[src/rtl/config_arb_pkg.sv]
// Shared types and message-layout helpers for the configuration-port arbiter.
// Messages are packed {addr, flag, payload}, payload in the low bits.
package config_arb_pkg;

    typedef enum logic [1:0] {
        IDLE  = 2'd0,
        ISSUE = 2'd1,
        WAIT  = 2'd2,
        RESP  = 2'd3
    } state_e;

    localparam int unsigned DEF_NUM_REQ      = 4;
    localparam int unsigned DEF_ADDR_SIZE    = 4;
    localparam int unsigned DEF_PAYLOAD_SIZE = 8;
    localparam int unsigned DEF_TIMEOUT      = 16;
    localparam int unsigned PAYLOAD_LSB      = 0;

    function automatic int unsigned msg_width(input int unsigned addr_size,
                                              input int unsigned payload_size);
        return addr_size + payload_size + 1;
    endfunction

    function automatic int unsigned flag_idx(input int unsigned payload_size);
        return payload_size;
    endfunction

    function automatic int unsigned addr_lsb(input int unsigned payload_size);
        return payload_size + 1;
    endfunction

    function automatic int unsigned id_width(input int unsigned num_req);
        return (num_req > 1) ? $clog2(num_req) : 1;
    endfunction

endpackage

[src/rtl/config_arb_rr_arbiter.sv]
// Round-robin selector: first asserted request at or above ptr, wrapping.
// Pure combinational; the owner of ptr decides when it advances.
module rr_arbiter
    import config_arb_pkg::*;
#(
    parameter  int unsigned NUM_REQ = DEF_NUM_REQ,
    localparam int unsigned ID_W    = id_width(NUM_REQ)
) (
    input  logic [NUM_REQ-1:0] req,
    input  logic [ID_W-1:0]    ptr,
    output logic [NUM_REQ-1:0] grant,
    output logic [ID_W-1:0]    grant_id,
    output logic               any
);

    logic [ID_W-1:0] idx;

    always_comb begin
        grant    = '0;
        grant_id = '0;
        any      = 1'b0;
        idx      = '0;
        for (int unsigned off = 0; off < NUM_REQ; off++) begin
            idx = ID_W'((32'(ptr) + off) % NUM_REQ);
            if (!any && req[idx]) begin
                grant[idx] = 1'b1;
                grant_id   = idx;
                any        = 1'b1;
            end
        end
    end

endmodule

[src/rtl/config_arb.sv]
// Arbitrates NUM_REQ requesters onto one configuration-register port,
// one transaction in flight, with a response timeout.
module config_arb
    import config_arb_pkg::*;
#(
    parameter  int unsigned NUM_REQ      = DEF_NUM_REQ,
    parameter  int unsigned ADDR_SIZE    = DEF_ADDR_SIZE,
    parameter  int unsigned PAYLOAD_SIZE = DEF_PAYLOAD_SIZE,
    parameter  int unsigned TIMEOUT      = DEF_TIMEOUT,
    localparam int unsigned MSG_W        = msg_width(ADDR_SIZE, PAYLOAD_SIZE)
) (
    input  logic                     clk,
    input  logic                     reset,
    input  logic [NUM_REQ-1:0]       req_val,
    output logic [NUM_REQ-1:0]       req_rdy,
    input  logic [NUM_REQ*MSG_W-1:0] req_msg,
    output logic [NUM_REQ-1:0]       resp_val,
    input  logic [NUM_REQ-1:0]       resp_rdy,
    output logic [MSG_W-1:0]         resp_msg,
    output logic                     cfg_send_val,
    input  logic                     cfg_send_rdy,
    output logic [MSG_W-1:0]         cfg_send_msg,
    input  logic                     cfg_recv_val,
    output logic                     cfg_recv_rdy,
    input  logic [MSG_W-1:0]         cfg_recv_msg,
    output logic                     busy,
    output logic                     timeout_err
);

    localparam int unsigned ID_W     = id_width(NUM_REQ);
    localparam int unsigned TMR_W    = $clog2(TIMEOUT) + 1;
    localparam int unsigned ADDR_LSB = addr_lsb(PAYLOAD_SIZE);

    state_e             state_q, state_d;
    logic [ID_W-1:0]    rr_ptr_q, rr_ptr_d;
    logic [ID_W-1:0]    owner_q, owner_d;
    logic [MSG_W-1:0]   msg_q, msg_d;
    logic [MSG_W-1:0]   resp_q, resp_d;
    logic [TMR_W-1:0]   timer_q, timer_d;
    logic               timeout_err_q, timeout_err_d;

    logic [NUM_REQ-1:0] arb_grant;
    logic [ID_W-1:0]    arb_id;
    logic               arb_any;

    rr_arbiter #(
        .NUM_REQ (NUM_REQ)
    ) u_arb (
        .req      (req_val),
        .ptr      (rr_ptr_q),
        .grant    (arb_grant),
        .grant_id (arb_id),
        .any      (arb_any)
    );

    // Outputs decode the registered state but are forced low while reset is
    // held, so a transaction interrupted by reset never leaks a handshake.
    always_comb begin
        req_rdy      = (state_q == IDLE && !reset) ? arb_grant : '0;
        cfg_send_val = (state_q == ISSUE) && !reset;
        cfg_recv_rdy = (state_q == WAIT) && !reset;
        busy         = (state_q != IDLE) && !reset;
        timeout_err  = timeout_err_q && !reset;
        cfg_send_msg = msg_q;
        resp_msg     = resp_q;
        resp_val     = '0;
        if (state_q == RESP && !reset) begin
            resp_val[owner_q] = 1'b1;
        end
    end

    always_comb begin
        state_d       = state_q;
        rr_ptr_d      = rr_ptr_q;
        owner_d       = owner_q;
        msg_d         = msg_q;
        resp_d        = resp_q;
        timer_d       = timer_q;
        timeout_err_d = 1'b0;
        case (state_q)
            IDLE: begin
                if (arb_any) begin
                    msg_d   = req_msg[32'(arb_id)*MSG_W +: MSG_W];
                    owner_d = arb_id;
                    state_d = ISSUE;
                end
            end
            ISSUE: begin
                if (cfg_send_rdy) begin
                    timer_d = '0;
                    state_d = WAIT;
                end
            end
            WAIT: begin
                // A response arriving on the expiry cycle wins over the timeout.
                if (cfg_recv_val) begin
                    resp_d  = cfg_recv_msg;
                    state_d = RESP;
                end else if (timer_q == TMR_W'(TIMEOUT - 1)) begin
                    resp_d                     = '0;
                    resp_d[MSG_W-1:ADDR_LSB]   = msg_q[MSG_W-1:ADDR_LSB];
                    timeout_err_d              = 1'b1;
                    state_d                    = RESP;
                end else begin
                    timer_d = timer_q + 1'b1;
                end
            end
            RESP: begin
                if (resp_rdy[owner_q]) begin
                    rr_ptr_d = (owner_q == ID_W'(NUM_REQ - 1)) ? '0 : owner_q + 1'b1;
                    state_d  = IDLE;
                end
            end
            default: state_d = IDLE;
        endcase
    end

    always_ff @(posedge clk) begin
        if (reset) begin
            state_q       <= IDLE;
            rr_ptr_q      <= '0;
            owner_q       <= '0;
            msg_q         <= '0;
            resp_q        <= '0;
            timer_q       <= '0;
            timeout_err_q <= 1'b0;
        end else begin
            state_q       <= state_d;
            rr_ptr_q      <= rr_ptr_d;
            owner_q       <= owner_d;
            msg_q         <= msg_d;
            resp_q        <= resp_d;
            timer_q       <= timer_d;
            timeout_err_q <= timeout_err_d;
        end
    end

endmodule

[config.mk]
export PLATFORM = sky130hd
export DESIGN_NAME = config_arb
export DESIGN_NICKNAME = d
export VERILOG_FILES = /design/src/rtl/config_arb_pkg.sv /design/src/rtl/config_arb_rr_arbiter.sv /design/src/rtl/config_arb.sv
export SDC_FILE = /design/constraint.sdc
export NUM_CORES = 1
export LEC_CHECK = 0
export BUFFER_PORTS_ARGS = -buffer_cell sky130_fd_sc_hd__buf_2
export CAP_MARGIN = 20
export CORE_ASPECT_RATIO = 1.25
export CORE_MARGIN = 3
export CORE_UTILIZATION = 40
export DETAILED_ROUTE_END_ITERATION = 8
export PLACE_DENSITY_LB_ADDON = 0.08
export SLEW_MARGIN = 10
export SYNTH_ARGS = -nofsm -noshare
export SYNTH_HDL_FRONTEND = slang
export SYNTH_SLANG_ARGS = --single-unit
export TNS_END_PERCENT = 5
[constraint.sdc]
create_clock -name clk -period 2.7 [get_ports clk]
set_input_delay 0.405 -clock clk [delete_from_list [all_inputs] [get_ports clk]]
set_output_delay 0.405 -clock clk [all_outputs]
set_load 0.05 [all_outputs]
==> impl_metrics.csv <==
group,metric,value,unit
outcome,status,"finished clean",
cells_and_area,diodes,0,
setup_path,r2r_setup_slack,200,ps
synth,synth.cell_area,0.002442,mm^2
floorplanning,coreArea,0.005857,mm^2
clocking,insertion_delay,280,ps
clocking,numCtsBuffers,5,
synth,ys_seq_area_frac,0.3115,
route,wl_per_cell,14.03,um
floorplanning,die_height,93.37,um
sta,worstMarginPinSlew,507.5,ps
synth,ys_types,46,
floorplanning,die_w,75.89,um
clocking,cts.path.max_buffers,2,
synth,synthArstFlopShare,0,
synth,yosys.area.top_type,"dfxtp_1",
clocking,holdBufCountCts,0,
cells_and_area,area_growth,38.93,%
setup_path,cp-end-kind,"output pin",
cells_and_area,nFillCells,537,
setup_path,crit_required,2300,ps
power,switching_share,0.4540,
global_routing,gr-total-overflow,0,
route,via_per_inst,5.108,
global_routing,grt_usage,0.1844,
sta,hold_ws,353.4,ps
synth,ys_ff_latch,38,
synth,synth_common_cells,"dfxtp_1, mux2i_1, nor2_1",
synth,synth_ff_type,"dfxtp_1",
sta,min_period_over_period,0.9668,
synth,postSynthAreaPerCell,9.358,um^2
clocking,cts.clk_slew.worst_paths,80,ps
setup_path,crit_arrival,2210,ps
synth,synth_top_area_frac,0.3115,
global_routing,grt_pass1_wl,10250,um
route,drtAntennaViolNets,0,
setup_path,cp-start-kind,"flip-flop",
power,p_switching,1.225,mW
cells_and_area,layout-drive-gt1-share,0.4439,
global_routing,antenna_found_initial,0,
synth,synth-edff-count,0,
power,finalPower,2.698,mW
sta,min_period,2610,ps
flow_run,maxCapViolCount,0,
route,wirelength,6525,um
power,pwr-share-comb,0.524,
floorplanning,start_util,0.4170,
global_routing,grt_pass1_vias,2270,
power,seqPwrFrac,0.295,
sta,slew_headroom,0.6585,
floorplanning,io_pins,115,
place,io_buffer_count,114,
global_routing,grt_max_degree,27,
synth,syn-num-nets,355,
sta,clock_skew,7.963,ps
synth,syn_inst,261,
route,drc,0,
power,p_int,1.473,mW
worst_hold_path,hold_path.class,"input port to flip-flop",
sta,slew_violations,0,
synth,ys_warn_count,0,
clocking,cts_tree,"yes",
clocking,cts_sinks,38,
route,vias,2375,
setup_path,path_class,"flip-flop to output pin",
power,p_leak,1.580,nW
sta,finalHoldViolations,0,
synth,ys_top_cells_by_area,"dfxtp_1, mux2i_1, ha_1",
power,irDropWorstVdd,0.4546,mV
cells_and_area,nets,477,
clocking,cts_root_buffer,"clkbuf_8",
place,place_hpwl,4990,um
route,first_iter_violations,128,
power,p_clk_frac,0.181,
sta,setup-violations-final,0,
setup_path,crit_fanout,8,
clocking,htreeDepth,2,
floorplanning,fp.dieArea,0.007085,mm^2
sta,max_freq,0.3831,GHz
route,drtPass1Iterations,4,
synth,synth.most_common_cell,"dfxtp_1",
floorplanning,rows,31,
place,gp_congestion,0.8209,
power,power.density,795.2,mW/mm^2
layout by cell type (no fill, tap or decap), types with 4 or more instances in the layout:
master	synthesis	final
nor2b_1	5	5
a221oi_2	0	4
and3_1	5	5
o221ai_1	10	10
buf_4	0	14
nand2_1	23	23
buf_2	1	110
ha_1	17	16
mux4_2	5	5
a22oi_1	13	11
inv_1	10	8
clkbuf_8	0	6
mux2i_1	32	32
o21ai_0	4	4
nor2_4	0	4
a21oi_1	8	8
dfxtp_1	38	36
a211oi_1	4	4
nor2_1	30	26
registers in the layout, summed over array words and instances (netlist names):
name and flops:
owner_q 2, timer_q 5, resp_msg 13, rr_ptr_q 2, cfg_send_msg 13, timeout_err_q 1, state_q 2
layer usage:
metal	global-route usage	share of wire	up-vias
met5	0	0	-
met4	0.05685	0.013	0
met3	0.04086	0.072	9
met2	0.3000	0.48	90
met1	0.2380	0.43	1072
li1	-	-	1204
path summary, 6_finish.rpt:
kind	to	startpoint	depth (start not counted)
max	req_rdy[0]	rr_ptr_q[1]$_SDFFE_PP0P_	8
min reg2reg	timer_q[4]$_SDFFE_PP0P_	timer_q[4]$_SDFFE_PP0P_	2
max reg2reg	cfg_send_msg[9]$_SDFFE_PP0P_	rr_ptr_q[0]$_SDFFE_PP0P_	9
min	resp_msg[4]$_SDFFE_PP0P_	cfg_recv_msg[4]	3
what timing repair did:
item	4_1_cts	5_1_grt
pin swaps	0	4
buffers inserted	0	9
endpoints found under the hold margin	0	0
resized for setup	11	15
setup endpoints to repair	4	4
through the flow:
stage                     utilization  instances  setup TNS (ps)  setup WS (ps)  cell area, um^2
after floorplan                     -        261               0         0.8966             2475
after global placement         0.5313        449               0          193.7             3112
after detailed placement       0.5313        449               0          132.6             3112
after CTS                      0.5595        456               0          4.811             3277
after global routing           0.5794        465          -10.32         -10.32             3393
final                          0.5794        465               0          89.66             3393
layout make-up:
| type | count | area, um^2 | area share |
|---|---|---|---|
| repair buffers | 131 | 754.5 | 0.2223 |
| multi-input cells | 197 | 1623 | 0.4782 |
| inverters | 10 | 37.54 | 0.01106 |
| clock inverters | 1 | 30.03 | 0.008850 |
| well taps | 82 | 102.6 | 0.03024 |
| flip-flops and latches | 38 | 763.2 | 0.2249 |
| clock buffers | 6 | 82.58 | 0.02434 |
worst max-delay path: stages, from the launching register on:
cell and delay [ps]:
dfxtp_2 350, buf_6 130, mux4_2 550, nor2b_4 180, a22oi_1 160, nor2_1 70, a221oi_2 260, nor2_4 70
buf_8 160
power by group through the flow:
stage	registers, mW	logic [mW]	clock network (mW)
after floorplan	1.16	0.691	0
after global placement	0.800	1.35	0
after detailed placement	0.804	1.36	0
after CTS	0.794	1.38	0.510
after global routing	0.818	1.53	0.532
final	0.796	1.41	0.488
logic make-up (layout without fill, tap and decap cells):
logic type                 count (synthesis)  after routing  share of synthesized area
AOI/OAI and AO/OA                         58             58                     0.1860
xor gates and xnor gates                   2              2                   0.007173
adders and majority gates                 17             17                    0.08709
buffers and inverters                     26            148                    0.06199
DFF                                       38             38                     0.3115
muxes                                     39             39                     0.1865
and+or+nand+nor                           81             81                     0.1598
(Power assumes the default switching activity.)
